## config.mk

```make
export PLATFORM = sky130hd
export DESIGN_NAME = mac_accum
export DESIGN_NICKNAME = d
export VERILOG_FILES = /design/src/rtl/mac_accum.sv
export SDC_FILE = /design/constraint.sdc
export NUM_CORES = 1
export LEC_CHECK = 0
export CORE_MARGIN = 2
export CORE_UTILIZATION = 25
export CTS_CLUSTER_SIZE = 20
export DETAILED_ROUTE_END_ITERATION = 8
export DONT_BUFFER_PORTS = 1
export HOLD_SLACK_MARGIN = 0.1
export PLACE_DENSITY_LB_ADDON = 0.25
export SLEW_MARGIN = 10
export SYNTH_ARGS = -nofsm -noshare
export SYNTH_HDL_FRONTEND = slang
export SYNTH_SLANG_ARGS = --single-unit
```

## constraint.sdc

```tcl
create_clock -name clk -period 6.2 [get_ports clk]
set_input_delay 1.24 -clock clk [delete_from_list [all_inputs] [get_ports clk]]
set_output_delay 1.24 -clock clk [all_outputs]
set_load 0.05 [all_outputs]
```

## src/rtl/mac_accum.sv

```systemverilog
// Signed multiply-accumulate reducer: sums 16-bit products into an ACC_W result
// per vector, with a valid/ready result handshake. Define MAC_ACCUM_SAT_EN to make
// overflowing sums saturate instead of wrapping.
module mac_accum #(
    parameter int ACC_W   = 24,
    parameter int MAX_LEN = 16
) (
    input  logic             clk,
    input  logic             rst,
    input  logic [15:0]      prod_in,
    input  logic             in_valid,
    input  logic             in_last,
    output logic             in_ready,
    output logic [ACC_W-1:0] acc_out,
    output logic [8:0]       cnt_out,
    output logic             ovf,
    output logic             len_err,
    output logic             out_valid,
    input  logic             out_ready
);

    localparam int SUM_W = ACC_W + 1;
    localparam logic [8:0] LAST_CNT = 9'(MAX_LEN - 1);
    localparam logic signed [ACC_W-1:0] ACC_MAX = {1'b0, {(ACC_W-1){1'b1}}};
    localparam logic signed [ACC_W-1:0] ACC_MIN = {1'b1, {(ACC_W-1){1'b0}}};

    typedef enum logic {
        ACCUM = 1'b0,
        DONE  = 1'b1
    } state_t;

    typedef struct packed {
        logic signed [ACC_W-1:0] acc;
        logic [8:0]              cnt;
        logic                    ovf;
        logic                    len_err;
    } result_t;

    state_t  state, state_nxt;
    result_t res, res_nxt;

    logic signed [15:0]      prod_s;
    logic signed [SUM_W-1:0] sum_x;
    logic                    sum_ovf;
    logic signed [ACC_W-1:0] sum_res;
    logic                    beat;
    logic                    term;

    // Exact sum one bit wider than the accumulator; the top two bits disagree
    // exactly when the true value falls outside the signed ACC_W range.
    always_comb begin
        prod_s  = $signed(prod_in);
        sum_x   = SUM_W'(res.acc) + SUM_W'(prod_s);
        sum_ovf = sum_x[ACC_W] ^ sum_x[ACC_W-1];
`ifdef MAC_ACCUM_SAT_EN
        if (sum_ovf) begin
            sum_res = sum_x[ACC_W] ? ACC_MIN : ACC_MAX;
        end else begin
            sum_res = sum_x[ACC_W-1:0];
        end
`else
        sum_res = sum_x[ACC_W-1:0];
`endif
    end

    assign in_ready  = (state == ACCUM);
    assign out_valid = (state == DONE);
    assign beat      = in_valid && in_ready;
    assign term      = in_last || (res.cnt == LAST_CNT);

    always_comb begin
        state_nxt = state;
        res_nxt   = res;
        case (state)
            ACCUM: begin
                if (beat) begin
                    res_nxt.acc = sum_res;
                    res_nxt.cnt = res.cnt + 9'd1;
                    res_nxt.ovf = res.ovf | sum_ovf;
                    if (term) begin
                        state_nxt       = DONE;
                        res_nxt.len_err = !in_last;
                    end
                end
            end
            DONE: begin
                // Result is frozen until consumed; upstream beats wait.
                if (out_ready) begin
                    state_nxt = ACCUM;
                    res_nxt   = '0;
                end
            end
            default: begin
                state_nxt = ACCUM;
                res_nxt   = '0;
            end
        endcase
    end

    always_ff @(posedge clk) begin
        if (rst) begin
            state <= ACCUM;
            res   <= '0;
        end else begin
            state <= state_nxt;
            res   <= res_nxt;
        end
    end

    assign acc_out = res.acc;
    assign cnt_out = res.cnt;
    assign ovf     = res.ovf;
    assign len_err = res.len_err;

endmodule

```

==> run_results.csv <==
group,metric,value,unit
critical_path,timing.rr.start,"acc_out[0]",
global_route,grt_pass1_wl,11300,µm
route,routedWlPerCell,16.1,µm
critical_path,cp-end-kind,"register",
power,p_leak,1.15,nW
global_route,grt_antenna_before_repair,0,
timing,period_share,0.532,
power,p_per_area,290,mW/mm²
flow_run,maxCapViolations,0,
timing,timing.max_slew.rel_slack,0.223,
clock_network,post_cts_buffers,0,
clock_network,clk_pin_slew,0.09,ns
yosys,synth.most_common_cell,"dfxtp_1",
final_layout,final_area,0.00277,mm²
power,p_total,0.803,mW
yosys,yosys.area_share.adder,0.130,
critical_path,cp_max_fo,4,
timing,maxSlewViolCount,0,
place,dpl_cell_area,0.00268,mm²
yosys,yosys_register_bits,36,
power,vdd_drop_max,0.0994,mV
timing,fin_tns_setup,0,ns
floorplan,die_w,105,µm
critical_path,cp.arrival,3.48,ns
floorplan,die-area,0.0111,mm²
outcome,status,"finished, final reports clean",
critical_path,worstSetupPathType,"in2reg",
yosys,synth_mux_area_frac,0.0132,
power,power.internal,0.449,mW
timing,finalHoldViolCount,0,
timing,fin_skew,0.00783,ns
final_layout,drive_gt1_frac,0.0561,
place,portBuffers,0,
floorplan,start_util,0.259,
timing,final-setup-viol-count,0,
final_layout,utilization,0.281,
critical_path,rr_worst_depth,9,
floorplan,core,0.00986,mm²
critical_path,r2r_end,"acc_out[20]",
clock_network,clockBufferDepth,2,
final_layout,register_area,721,µm²
critical_path,r2r_setup_slack,3.08,ns
route,drt_iter0_markers,99,
route,wl,7040,µm
route,drc,0,
place,dpl.cell_count,428,
route,via_per_inst,5.28,
power,p_switching,0.354,mW
yosys,synthFlopType,"dfxtp_1",
route,ant_nets,0,
yosys,synthArstFlopShare,0,
place,globalplace.congestion,0.854,
global_route,grt_max_degree,25,
clock_network,cts_buffers,5,
yosys,ys_warn_count,0,
yosys,synth_common_cells,"36 x dfxtp_1, 31 x nor2_1, 26 x a21oi_1",
clock_network,clk_latency,0.30,ns
hold_path,worstHoldPathCells,2,
power,seqPwrFrac,0.449,
timing,tightestPinTransition,1.16,ns
yosys,avgSynthCellArea,8.33,µm²
clock_network,htree_num_levels,2,
final_layout,layoutNonFillerInstCount,436,
power,clkPwrFrac,0.221,
clock_network,ctsHoldBuffers,0,
floorplan,ios,58,
timing,rsz0062_at_grt,"no",
hold_path,whs_endpoint,"len_err",
yosys,ys_top_cells_by_area,"dfxtp_1 28%, ha_1 12%, a21oi_1 5.1%, nor2_1 4.5%, xnor2_1 4.5%",
yosys,synth_xor_area_frac,0.0719,
place,dpl.hpwl,5340,µm
yosys,synth_area,0.00256,mm²
final_layout,multi_input_area,0.00177,mm²
yosys,synth_top_family_by_area,"compound AO/OA/AOI/OAI gates",
clock_network,cts_resized,0,
clock_network,cts_tree,"done",
final_layout,n_antenna_cell,0,
final_layout,area_growth,8.32,%
route,drtPass1Iterations,4,
critical_path,cp.required,6.39,ns
yosys,ys_seq_area_frac,0.282,
global_route,grt.total_usage,0.126,
final_layout,fillers,1079,
hold_path,hold_path_class,"reg2reg",
hold_path,hold_start,"len_err",
yosys,yosysTopAreaCell,"dfxtp_1",
timing,clock.fmax,303,MHz
yosys,synth-edff-count,0,
global_route,grt_pass1_vias,2170,
global_route,grt-ovfl-total,0,
yosys,synthCells,307,
power,p_comb_frac,0.330,
power,p_sw_frac,0.441,
yosys,yosysTopAreaCellShare,0.282,
yosys,yosysUniqueCellTypes,49,
yosys,synth-simple-area-share,0.160,
route,vias,2303,
yosys,synth_fp_nets,354,
clock_network,cts_sinks,36,
final_layout,final_nets,349,
yosys,synth_compound_area_frac,0.318,
floorplan,rows,36,
timing,min_period,3.30,ns
critical_path,cp-start-kind,"input port",
clock_network,cts_root_buf,"clkbuf_8",
floorplan,die_h,105,µm
cell families after synthesis:
logic type,Yosys count
AO/OA/AOI/OAI,118
AND/OR/NAND/NOR,86
flip-flops,36
adder cells (fa/ha/maj),26
XOR/XNOR,21
buffers and inverters,17
multiplexers,3
registers in the layout (all words and copies together), names as in the netlist:
name	flops
cnt_out	9
acc_out	24
ovf	1
len_err	1
out_valid	1
cell type report:
cell class	count	area share
Clock buffer	5	0.0248
Clock inverter	3	0.00678
Inverter	4	0.00542
Multi-Input combinational cell	254	0.640
Sequential cell	36	0.260
Tap cell	133	0.0601
Timing Repair Buffer	1	0.00271
power groups by stage:
stage	Combinational, mW	Sequential [mW]	Clock (mW)
after floorplan	0.215	0.358	0
after CTS	0.264	0.362	0.184
final	0.265	0.360	0.178
after global routing	0.295	0.365	0.194
after detailed placement	0.262	0.368	0
after global placement	0.263	0.367	0
placed cells by master (no fill, tap or decap), types with 2 or more instances in the layout:
master and instances:
a211o_1 2, a211oi_1 3, a21boi_0 2, a21o_1 11, a21oi_1 26, a22o_1 12, a22oi_1 12, a31oi_1 10
a32o_1 2, a41oi_1 2, and2_1 2, and3_1 5, clkbuf_8 5, clkinv_2 2, dfxtp_1 36, ha_1 25
inv_1 4, mux2_2 3, nand2_1 22, nand2b_1 2, nand3_1 6, nand4_1 4, nor2_1 31, nor2b_1 2
nor3_1 2, o211ai_1 3, o21a_1 4, o21ai_0 14, o21bai_1 4, o31ai_1 2, or2_2 2, or4_1 2
xnor2_1 13, xor2_1 8
worst max-delay path by stage:
stage / end / slack (ns) / startpoint
floorplan: acc_out[18] / 2.92 / prod_in[0]
global placement: acc_out[20] / 2.68 / prod_in[0]
detailed placement: acc_out[18] / 2.62 / prod_in[0]
CTS: acc_out[18] / 2.91 / prod_in[0]
global route: acc_out[18] / 2.75 / prod_in[0]
finish: acc_out[18] / 2.90 / prod_in[0]
critical path, cell delays in order:
cell and delay [ns]:
ha_1 0.23, fa_1 0.44, a211oi_1 0.22, o21ai_0 0.21
o2111ai_1 0.41, a22oi_1 0.21, a31oi_1 0.24, xnor2_1 0.09
a22o_1 0.20
layer usage:
| layer | up-vias | part of all wire | GRT usage |
|---|---|---|---|
| li1 | 1156 | - | - |
| met1 | 1097 | 0.46 | 0.154 |
| met2 | 46 | 0.48 | 0.214 |
| met3 | 4 | 0.046 | 0.0349 |
| met4 | 0 | 0.0082 | 0.0352 |
| met5 | - | 0 | 0 |
per-stage QoR:
step	hold WS, ns	setup WS (ns)
detailed placement	0.777	2.62
finish	0.788	2.90
global placement	0.766	2.68
floorplan	0.721	2.92
global route	0.805	2.75
CTS	0.790	2.91
Note: power is estimated with default switching activity, not from simulation.
